$ cat config.mk
export PLATFORM = sky130hd
export DESIGN_NAME = rns_to_int_seq
export DESIGN_NICKNAME = d
export VERILOG_FILES = /design/src/rtl/rns_pkg.sv /design/src/rtl/crt_step.sv /design/src/rtl/rns_to_int_seq.sv
export SDC_FILE = /design/constraint.sdc
export NUM_CORES = 1
export LEC_CHECK = 0
export ABC_AREA = 1
export CAP_MARGIN = 20
export CORE_ASPECT_RATIO = 1.5
export CORE_MARGIN = 2
export CORE_UTILIZATION = 40
export CTS_CLUSTER_SIZE = 28
export DETAILED_ROUTE_END_ITERATION = 16
export PLACE_DENSITY = 0.65
export REMOVE_ABC_BUFFERS = 1
export SKIP_LAST_GASP = 1
export SLEW_MARGIN = 40
export SYNTH_ARGS = -nofsm -noshare
export SYNTH_HDL_FRONTEND = slang
export SYNTH_SLANG_ARGS = --single-unit
export TNS_END_PERCENT = 50
$ cat constraint.sdc
create_clock -name clk -period 5.6 [get_ports clk]
set_clock_uncertainty 0.1 [all_clocks]
set_input_delay 0.84 -clock clk [delete_from_list [all_inputs] [get_ports clk]]
set_output_delay 0.84 -clock clk [all_outputs]
set_load 0.005 [all_outputs]
$ cat src/rtl/rns_pkg.sv
// Shared constants, CRT weights and helpers for the RNS reverse converter.
// The moduli (233, 239, 241, 251) are fixed; their product M must stay below 2^32.
package rns_pkg;

    localparam logic [63:0] M0     = 64'd233;
    localparam logic [63:0] M1     = 64'd239;
    localparam logic [63:0] M2     = 64'd241;
    localparam logic [63:0] M3     = 64'd251;
    localparam logic [63:0] M_FULL = M0 * M1 * M2 * M3;
    localparam logic [31:0] M_MOD  = M_FULL[31:0];

    typedef enum logic [1:0] {IDLE, STEP, ACC, DONE} state_e;

    // Brute-force inverse; only ever evaluated at elaboration for moduli < 256.
    function automatic logic [63:0] mod_inv(input logic [63:0] a, input logic [63:0] m);
        logic [63:0] r;
        r = 64'd0;
        for (int k = 1; k < 256; k++) begin
            if ((((a % m) * 64'(k)) % m) == 64'd1 && r == 64'd0)
                r = 64'(k);
        end
        return r;
    endfunction

    function automatic logic [31:0] crt_weight(input logic [63:0] m);
        logic [63:0] mi;
        mi = M_FULL / m;
        return 32'((mi * mod_inv(mi, m)) % M_FULL);
    endfunction

    localparam logic [31:0] W0 = crt_weight(M0);
    localparam logic [31:0] W1 = crt_weight(M1);
    localparam logic [31:0] W2 = crt_weight(M2);
    localparam logic [31:0] W3 = crt_weight(M3);

    function automatic logic [31:0] crt_w(input logic [1:0] i);
        case (i)
            2'd0:    return W0;
            2'd1:    return W1;
            2'd2:    return W2;
            default: return W3;
        endcase
    endfunction

    function automatic logic [7:0] modulus(input logic [1:0] i);
        case (i)
            2'd0:    return M0[7:0];
            2'd1:    return M1[7:0];
            2'd2:    return M2[7:0];
            default: return M3[7:0];
        endcase
    endfunction

    function automatic logic [7:0] rns_slot(input logic [31:0] x, input logic [1:0] i);
        return x[{i, 3'b000} +: 8];
    endfunction

endpackage

$ cat src/rtl/crt_step.sv
// One MSB-first modular multiply step: t_o = (2*t_i + b_i*w_i) mod M.
// Both inputs are below M, so the 34-bit sum is below 3M and two subtractions suffice.
module crt_step
    import rns_pkg::*;
(
    input  logic [31:0] t_i,
    input  logic        b_i,
    input  logic [31:0] w_i,
    output logic [31:0] t_o
);

    localparam logic [33:0] M34 = {2'b00, M_MOD};

    logic [33:0] sum;
    logic [33:0] red1;

    always_comb begin
        sum  = {1'b0, t_i, 1'b0} + (b_i ? {2'b00, w_i} : 34'd0);
        red1 = (sum >= M34) ? (sum - M34) : sum;
        t_o  = 32'((red1 >= M34) ? (red1 - M34) : red1);
    end

endmodule

$ cat src/rtl/rns_to_int_seq.sv
// Sequential CRT reverse converter: 4 residues -> 32-bit integer, 36 compute cycles.
// A shared crt_step builds r_i*W_i bit-serially; ACC folds each product into the sum.
module rns_to_int_seq
    import rns_pkg::*;
(
    input  logic        clk,
    input  logic        reset,
    input  logic        in_valid,
    output logic        in_ready,
    input  logic [31:0] x_rns,
    output logic        out_valid,
    input  logic        out_ready,
    output logic [31:0] y,
    output logic        err
);

    state_e      state_q, state_d;
    logic [31:0] x_q, x_d;
    logic [31:0] t_q, t_d;
    logic [31:0] acc_q, acc_d;
    logic [1:0]  i_q, i_d;
    logic [2:0]  bit_q, bit_d;
    logic        err_q, err_d;

    logic [7:0]  res;
    logic [31:0] t_step;
    logic [32:0] acc_sum;
    logic        bad_in;

    assign res     = rns_slot(x_q, i_q);
    assign acc_sum = {1'b0, acc_q} + {1'b0, t_q};

    crt_step u_step (
        .t_i (t_q),
        .b_i (res[bit_q]),
        .w_i (crt_w(i_q)),
        .t_o (t_step)
    );

    always_comb begin
        bad_in = 1'b0;
        for (int k = 0; k < 4; k++)
            bad_in = bad_in | (rns_slot(x_rns, 2'(k)) >= modulus(2'(k)));
    end

    always_comb begin
        state_d = state_q;
        x_d     = x_q;
        t_d     = t_q;
        acc_d   = acc_q;
        i_d     = i_q;
        bit_d   = bit_q;
        err_d   = err_q;
        case (state_q)
            IDLE: begin
                if (in_valid) begin
                    x_d     = x_rns;
                    i_d     = 2'd0;
                    bit_d   = 3'd7;
                    t_d     = 32'd0;
                    acc_d   = 32'd0;
                    err_d   = bad_in;
                    state_d = STEP;
                end
            end
            STEP: begin
                t_d = t_step;
                if (bit_q == 3'd0) state_d = ACC;
                else               bit_d   = bit_q - 3'd1;
            end
            ACC: begin
                acc_d = (acc_sum >= {1'b0, M_MOD}) ? 32'(acc_sum - {1'b0, M_MOD})
                                                   : 32'(acc_sum);
                if (i_q == 2'd3) begin
                    state_d = DONE;
                end else begin
                    i_d     = i_q + 2'd1;
                    bit_d   = 3'd7;
                    t_d     = 32'd0;
                    state_d = STEP;
                end
            end
            DONE: begin
                if (out_ready) state_d = IDLE;
            end
            default: state_d = IDLE;
        endcase
    end

    always_ff @(posedge clk) begin
        if (!reset) begin
            state_q <= IDLE;
            x_q     <= 32'd0;
            t_q     <= 32'd0;
            acc_q   <= 32'd0;
            i_q     <= 2'd0;
            bit_q   <= 3'd0;
            err_q   <= 1'b0;
        end else begin
            state_q <= state_d;
            x_q     <= x_d;
            t_q     <= t_d;
            acc_q   <= acc_d;
            i_q     <= i_d;
            bit_q   <= bit_d;
            err_q   <= err_d;
        end
    end

    // Outputs decode straight from registers; y/err are forced to 0 outside DONE.
    assign in_ready  = (state_q == IDLE);
    assign out_valid = (state_q == DONE);
    assign y         = (state_q == DONE && !err_q) ? acc_q : 32'd0;
    assign err       = (state_q == DONE) && err_q;

endmodule

==> impl_metrics.ini, run 1 <==
[route]
route.detailed.drc = 0
route.vias.total = 18800
drtAntennaViolNets = 0
drt-initial-drc-count = 1162
wire_per_inst_um = 17.8
dr.pass1.iters = 8
totalWireLength_um = 63000
drt-vias-per-instance = 5.32

[timing]
fin_crit_ns = 5.55
holdWs_ns = 0.391
rsz0062_at_grt = true
relSlewSlack_pct = 46.6
drv_slew = 0
setup_viol = 0
period_share_pct = 99.2
finalHoldViolations = 0
tightest_slew_ns = 0.802
fmax_ghz = 0.180

[floorplanning]
placementRows = 84
core_area_sq_um = 34900
die_y_um = 234
initial_core_util_pct = 40.3
die_w_um = 157
die_area_sq_um = 36700
io_pins = 71

[global_route]
grtUsageTotal_pct = 32.1
grt_antenna_before_repair = 0
grt_max_degree = 65
grt-ovfl-total = 0
grt_pass1_vias = 17300
grt_pass1_wl_um = 90900

[run]
max_cap_viol_count = 0

[clocking]
cts_root_buffer = clkbuf_16
clockBufferDepth = 2
cts_tree = built
path_clk_slew_ns = 0.09
h-tree-depth = 3
postCtsHoldBufs = 0
clock_latency_ns = 0.39
cts_buffers = 9
numClockSinks = 104

[setup_path]
start_kind = flip-flop
path_max_fanout = 8
endpoint_kind = flip-flop
cp.required_ns = 5.81
critical_path_class = flip-flop to flip-flop
cp.arrival_ns = 5.77
path_common_cell = nand2_2
slowest_delay_ns = 0.40
critical_path.slowest_cell = dfxtp_4

[finish]
area_growth_pct = 52.2
drive_above_1_share_pct = 33.0
fillers = 3420
ff_latch_area_sq_um = 2090
finalNetCount = 3164
utilization_pct = 61.3
n_antenna_cell = 0
multi_input_area_sq_um = 12500

[placement]
dpl.hpwl_um = 49200
gp_congestion = 1.06
io_buffers = 70

[synthesis]
ys_seq_area_share_pct = 14.8
syn_area_sq_um = 14100
synthArstFlopShare_pct = 0
synthCells = 2573
ys_warn_count = 0
synth.distinct_cells = 56
synth_edf_count = 0
syn_avg_cell_area_sq_um = 5.46
synth_seq_cells = 104
ys_dominant_reg_cell = dfxtp_1

[run_status]
status = finished, final reports clean

[power]
p_leak_nw = 10.5
power_density_nw_per_um2 = 635
peakVddDrop_v = 0.000393

[hold_path]
hold_class = flip-flop to flip-flop
[metal layers]
layer	GRT usage [%]	wire [um]	vias up
met4	26.3	6350	0
li1	-	-	9280
met1	33.9	23300	8633
met2	57.2	30800	627
met5	0	0	-
met3	3.08	2650	258
[layout by cell type, fill, tap and decap left out, types with 4 or more instances in the layout]
cell	count
nand3_1	224
nor3_2	5
nand2_8	7
a21oi_1	134
o21ai_0	68
nor3_4	4
clkdlybuf4s50_1	70
nor2_1	241
xnor2_1	10
o21ai_2	13
ha_4	18
buf_6	22
nand2_4	41
a211oi_1	4
nand4_1	68
clkbuf_16	20
o21ai_1	9
nand2_1	665
buf_8	6
nor2_4	51
nor4_1	4
ha_1	49
buf_4	423
inv_2	29
nor3_1	17
inv_1	274
buf_12	10
a21oi_4	12
nand3_2	73
nand2_2	163
o211ai_1	4
a21boi_1	4
dfxtp_1	103
a21oi_2	25
or2_2	4
nor2_2	44
nand3b_1	6
nand3_4	11
xor2_1	70
[per-stage QoR]
stage          instances  TNS [ns]  cell area (sq um)  total power (W)  setup WS (ns)
3_3_place_gp        3443    -11.69              18000           0.0103         -0.446
5_1_grt             3534     -9.72              21400           0.0144         -0.269
4_1_cts             3464  -0.00607              18500           0.0111       -0.00607
3_5_place_dp        3443    -12.21              18000           0.0103         -0.442
2_1_floorplan       2500    -34.53              13700          0.00589         -0.794
6_report            3534         0              21400           0.0136         0.0464
[what timing repair did]
item                       in CTS  in global routing
gates cloned                    0                 16
setup buffers                   5                 62
setup endpoints to repair      32                 64
resized for setup              41                551
pin swaps                       3                145
[area by class of cell]
| type | instances | area share (%) |
|---|---|---|
| clock buffers | 9 | 1.05 |
| inverters | 310 | 5.57 |
| well taps | 473 | 2.77 |
| multi-input cells | 2087 | 58.4 |
| clock inverters | 7 | 0.404 |
| flip-flops and latches | 104 | 9.75 |
| repair inverters | 2 | 0.152 |
| repair buffers | 542 | 21.9 |
[state kept, by name, summed over array words and instances, names as in the netlist]
signal and count:
state_q 2, t_q 32, i_q 2, bit_q 3, x_q 32, acc_q 32, err_q 1
[kinds of logic after synthesis]
| logic type | count (synthesis) | share of synthesized area (%) |
|---|---|---|
| compound gates | 299 | 11.5 |
| xor+xnor | 82 | 5.22 |
| fa+ha+maj | 72 | 6.52 |
| buf+inv | 383 | 11.1 |
| flops | 104 | 14.8 |
| simple gates | 1633 | 50.8 |
[worst max-delay path, delay by kind of cell, from the launching register on]
kind | cells | cell delay, ns
AO/OA/AOI/OAI | 1 | 0.19
flip-flops | 1 | 0.40
adder cells (fa/ha/maj) | 2 | 0.45
buffers and inverters | 10 | 1.20
AND/OR/NAND/NOR | 32 | 3.13
[worst paths after layout]
check	slack, ns	endpoint	from	depth (start not counted)
max	0.05	t_q[23]	i_q[0]	45
min	0.39	x_q[0]	x_q[0]	2
max reg2reg	0.05	t_q[23]	i_q[0]	45
min reg2reg	0.39	x_q[0]	x_q[0]	2
[synthesized netlist by cell type, types with 23 or more instances]
master | n | area share [%]
ha_1 | 70 | 6.2
nor3_1 | 23 | 0.82
nand4_1 | 68 | 3.0
nand2_1 | 825 | 22
o21ai_0 | 83 | 3.0
nand2_2 | 45 | 2.0
nand3_1 | 299 | 11
xor2_1 | 70 | 4.4
dfxtp_1 | 104 | 15
clkbuf_1 | 36 | 0.96
a21oi_1 | 168 | 6.0
nor2_1 | 310 | 8.3
inv_1 | 290 | 7.7
[report_power, final]
part           total (W)  internal, W  switching (W)
clock           0.000700     0.000357       0.000342
sequential       0.00114     0.000854       0.000282
combinational     0.0117      0.00512        0.00663
total             0.0136      0.00633        0.00725
Power figures use the tool's default switching activity.
==> run 2: changes to the inputs <==
--- a/config.mk
+++ b/config.mk
@@ -12,7 +12,7 @@
 export CORE_UTILIZATION = 40
 export CTS_CLUSTER_SIZE = 28
 export DETAILED_ROUTE_END_ITERATION = 16
-export PLACE_DENSITY = 0.65
+export PLACE_DENSITY = 0.63
 export REMOVE_ABC_BUFFERS = 1
 export SKIP_LAST_GASP = 1
 export SLEW_MARGIN = 40
==> constraint.sdc (replaced) <==
create_clock -name clk -period 6.62 [get_ports clk]
set_clock_uncertainty 0.1 [all_clocks]
set_input_delay 0.993 -clock clk [delete_from_list [all_inputs] [get_ports clk]]
set_output_delay 0.993 -clock clk [all_outputs]
set_load 0.005 [all_outputs]
==> impl_metrics.ini, run 2 (synthesized netlist as in run 1, its figures left out) <==
[finish]
drive_above_1_share_pct = 8.79
final_common_cell = nand2_1
area_growth_pct = 13.9
finalNetCount = 2775
n_antenna_cell = 0
largest_registers = acc_q: 32 flops, t_q: 32 flops, x_q: 32 flops
mostFrequentLayoutCells = nand2_1 (820), nor2_1 (305), nand3_1 (299)

[route]
wire_per_inst_um = 18.4
drtAntennaViolNets = 0
totalWireLength_um = 57800
drt-vias-per-instance = 5.38
drt-initial-drc-count = 1210
route.vias.total = 16900
dr.pass1.iters = 7
route.detailed.drc = 0

[clocking]
clockBufferDepth = 2
h-tree-depth = 3
clock_latency_ns = 0.38
cts_tree = built
path_clk_slew_ns = 0.07
cts_buffers = 9
numClockSinks = 104
cts_root_buffer = clkbuf_16

[timing]
fin_crit_ns = 6.18
period_share_pct = 93.4
setup_viol = 0
finalHoldViolations = 0
drv_slew = 0
holdWs_ns = 0.385
relSlewSlack_pct = 48.8
tightest_slew_ns = 0.768
fmax_ghz = 0.162

[global_route]
grt_antenna_before_repair = 0
grtUsageTotal_pct = 31.4
grt_pass1_wl_um = 88400
grt-ovfl-total = 0
grt_max_degree = 65
grt_pass1_vias = 16100

[setup_path]
start_kind = flip-flop
endpoint_kind = flip-flop
slowest_delay_ns = 0.53
path_max_fanout = 12
path_common_cell = nand2_1
critical_path_class = flip-flop to flip-flop
cp.arrival_ns = 6.31
critical_path.slowest_cell = nor3b_1
cp.required_ns = 6.75

[floorplanning]
initial_core_util_pct = 40.3
die_w_um = 157
die_y_um = 234
core_area_sq_um = 34900
io_pins = 71
die_area_sq_um = 36700
placementRows = 84

[run_status]
status = finished, final reports clean

[power]
p_total_w = 0.00795
power_density_nw_per_um2 = 497
peakVddDrop_v = 0.000227
p_leak_nw = 7.93

[placement]
dpl.hpwl_um = 47800
io_buffers = 70
gp_congestion = 0.979

[hold_path]
hold_class = flip-flop to flip-flop

[run]
max_cap_viol_count = 0
## run 2: through the flow
step / setup TNS, ns / setup WS [ns] / util [%] / cells / area [sq um]
after CTS: 0 / 0.0530 / 45.6 / 3144 / 15900
after floorplan: 0 / 0.226 / - / 2500 / 13700
after detailed placement: -0.0626 / -0.0556 / 44.8 / 3128 / 15600
after global placement: -0.0339 / -0.0339 / 44.8 / 3128 / 15600
after global routing: -0.0135 / -0.0126 / 45.9 / 3145 / 16000
final: 0 / 0.436 / 45.9 / 3145 / 16000
## run 2: path summary, 6_finish.rpt
path,slack (ns),startpoint,endpoint,depth (start not counted)
setup reg to reg,0.44,i_q[0],t_q[2],37
setup / recovery,0.44,i_q[0],t_q[2],37
hold / removal,0.38,acc_q[11],acc_q[11],2
hold reg to reg,0.38,acc_q[11],acc_q[11],2
## run 2: where the power goes
part	switching, W	total, W	internal (W)
combinational	0.00433	0.00644	0.00211
clock	0.000278	0.000538	0.000261
sequential	0.000244	0.000966	0.000722
total	0.00486	0.00795	0.00309
## run 2: final cells by class
type                            count  area, sq um
Clock buffer                       10          229
Clock inverter                      6         48.8
Fill cell                        3947        18900
Inverter                          310         1170
Multi-Input combinational cell   2086        10500
Sequential cell                   104         2080
Tap cell                          473          592
Timing Repair Buffer              156         1410
## run 2: worst max-delay path, delay by kind of cell (launching register included)
kind,cells,cell delay [ns]
compound gates,2,0.39
flops,1,0.37
buf+inv,4,0.68
fa+ha+maj,2,0.61
simple gates,29,3.88
## run 2: repair_timing
item,CTS,global route
hold buffers,0,0
buffers inserted,0,0
resized for setup,1,16
endpoints found under the hold margin,0,0
setup endpoints to repair,8,32
## run 2: per-layer routing
layer	vias up	share of wire (%)	global-route usage [%]
met1	7751	39	35.3
met3	155	4.1	3.14
met4	0	7.7	20.9
li1	8470	-	-
met5	-	0	0
met2	531	49	55.8
==> run 3: changes to the inputs <==
--- a/config.mk
+++ b/config.mk
@@ -12,6 +12,8 @@
 export CORE_UTILIZATION = 40
 export CTS_CLUSTER_SIZE = 28
 export DETAILED_ROUTE_END_ITERATION = 16
+export GPL_ROUTABILITY_DRIVEN = 0
+export MAX_ROUTING_LAYER = met4
 export PLACE_DENSITY = 0.63
 export REMOVE_ABC_BUFFERS = 1
 export SKIP_LAST_GASP = 1
==> impl_metrics.ini, run 3 (synthesized netlist as in run 1, its figures left out) <==
[run_status]
status = finished, final reports clean

[setup_path]
path_buf_inv = 7
critical_path_class = flip-flop to flip-flop
endpoint_kind = flip-flop
path_max_fanout = 22
slowest_delay_ns = 0.38
cp.required_ns = 6.78
cp_top_family = simple AND/OR/NAND/NOR gates
path_common_cell = nand2_1
cp.arrival_ns = 6.25
critical_path.slowest_cell = dfxtp_1
start_kind = flip-flop

[timing]
fmax_ghz = 0.164
fin_crit_ns = 6.09
rsz0062_at_grt = false
setup_viol = 0
relSlewSlack_pct = 47.8
tightest_slew_ns = 0.784
fin_tns_setup_ns = 0
holdWs_ns = 0.386
drv_slew = 0
finalHoldViolations = 0
period_share_pct = 92.0

[floorplanning]
io_pins = 71
core_area_sq_um = 34900
die_w_um = 157
placementRows = 84
initial_core_util_pct = 40.3
die_y_um = 234
die_area_sq_um = 36700

[global_route]
grt_max_degree = 65
grt_antenna_before_repair = 0
grt_pass1_vias = 15600
grtUsageTotal_pct = 28.8
grt-ovfl-total = 0
grt_pass1_wl_um = 80200

[power]
peakVddDrop_v = 0.000289
power_density_nw_per_um2 = 476
p_leak_nw = 7.69

[clocking]
clockBufferDepth = 2
numClockSinks = 104
clock_latency_ns = 0.40
h-tree-depth = 3
path_clk_slew_ns = 0.09
cts_root_buffer = clkbuf_16
cts_tree = built
cts_buffers = 9
postCtsHoldBufs = 0

[finish]
mostFrequentLayoutCells = nand2_1 (822), nor2_1 (306), nand3_1 (299)
area_growth_pct = 11.3
fin_area_sq_um = 15600
finalNetCount = 2725
final_common_cell = nand2_1
n_antenna_cell = 0
drive_above_1_share_pct = 7.09
utilization_pct = 44.8
largest_registers = acc_q: 32 flops, t_q: 32 flops, x_q: 32 flops

[placement]
dpl.hpwl_um = 41500
io_buffers = 70
post_dp_cell_area_sq_um = 15200

[run]
max_cap_viol_count = 0

[route]
totalWireLength_um = 51600
route.vias.total = 16600
dr.pass1.iters = 5
route.detailed.drc = 0
drtAntennaViolNets = 0
drt-vias-per-instance = 5.38
wire_per_inst_um = 16.7
drt-initial-drc-count = 1196

[hold_path]
hold_class = flip-flop to flip-flop
-- run 3: final cells by class --
| type | count | area, sq um |
|---|---|---|
| fill | 3919 | 19200 |
| clock inverter | 7 | 106 |
| clock buffer | 9 | 225 |
| multi-input combinational | 2088 | 10500 |
| sequential | 104 | 2080 |
| inverter | 310 | 1170 |
| tap | 473 | 592 |
| timing repair buffer | 104 | 980 |
-- run 3: final timing paths --
path	startpoint	to	slack [ns]	cells past startpoint
worst max register to register	i_q[0]	t_q[30]	0.53	44
worst max-delay path	i_q[0]	t_q[30]	0.53	44
worst min-delay path	x_q[15]	x_q[15]	0.39	2
worst min register to register	x_q[15]	x_q[15]	0.39	2
-- run 3: power breakdown --
group | switching, W | leakage, nW | internal (W)
clock network | 0.000295 | 0.163 | 0.000340
registers | 0.000270 | 0.849 | 0.000722
logic | 0.00402 | 6.68 | 0.00180
total | 0.00459 | 7.69 | 0.00286
-- run 3: layer usage --
metal | vias up | GRT usage (%) | part of all wire [%]
met1 | 7496 | 29.8 | 38
met3 | 186 | 2.69 | 4.6
met5 | - | - | 0
met2 | 574 | 49.4 | 48
met4 | 0 | 23.9 | 9.7
li1 | 8381 | - | -
-- run 3: timing repair --
action,4_1_cts,5_1_grt
gates resized for setup,0,16
buffers inserted,0,2
setup endpoints to repair,0,32
-- run 3: tightest hold or removal path, cell delays in order (launching register included) --
cell     delay, ns
dfxtp_1       0.33
nor2_1        0.05
nor2_1        0.08
-- run 3: through the flow --
stage                     std cells  worst slack, ns  total power [W]
final                          3095            0.528          0.00745
after global routing           3095          0.00126          0.00809
after global placement         3075            0.361          0.00660
after detailed placement       3075            0.143          0.00664
after floorplan                2500            0.226          0.00498
after CTS                      3091            0.134          0.00730
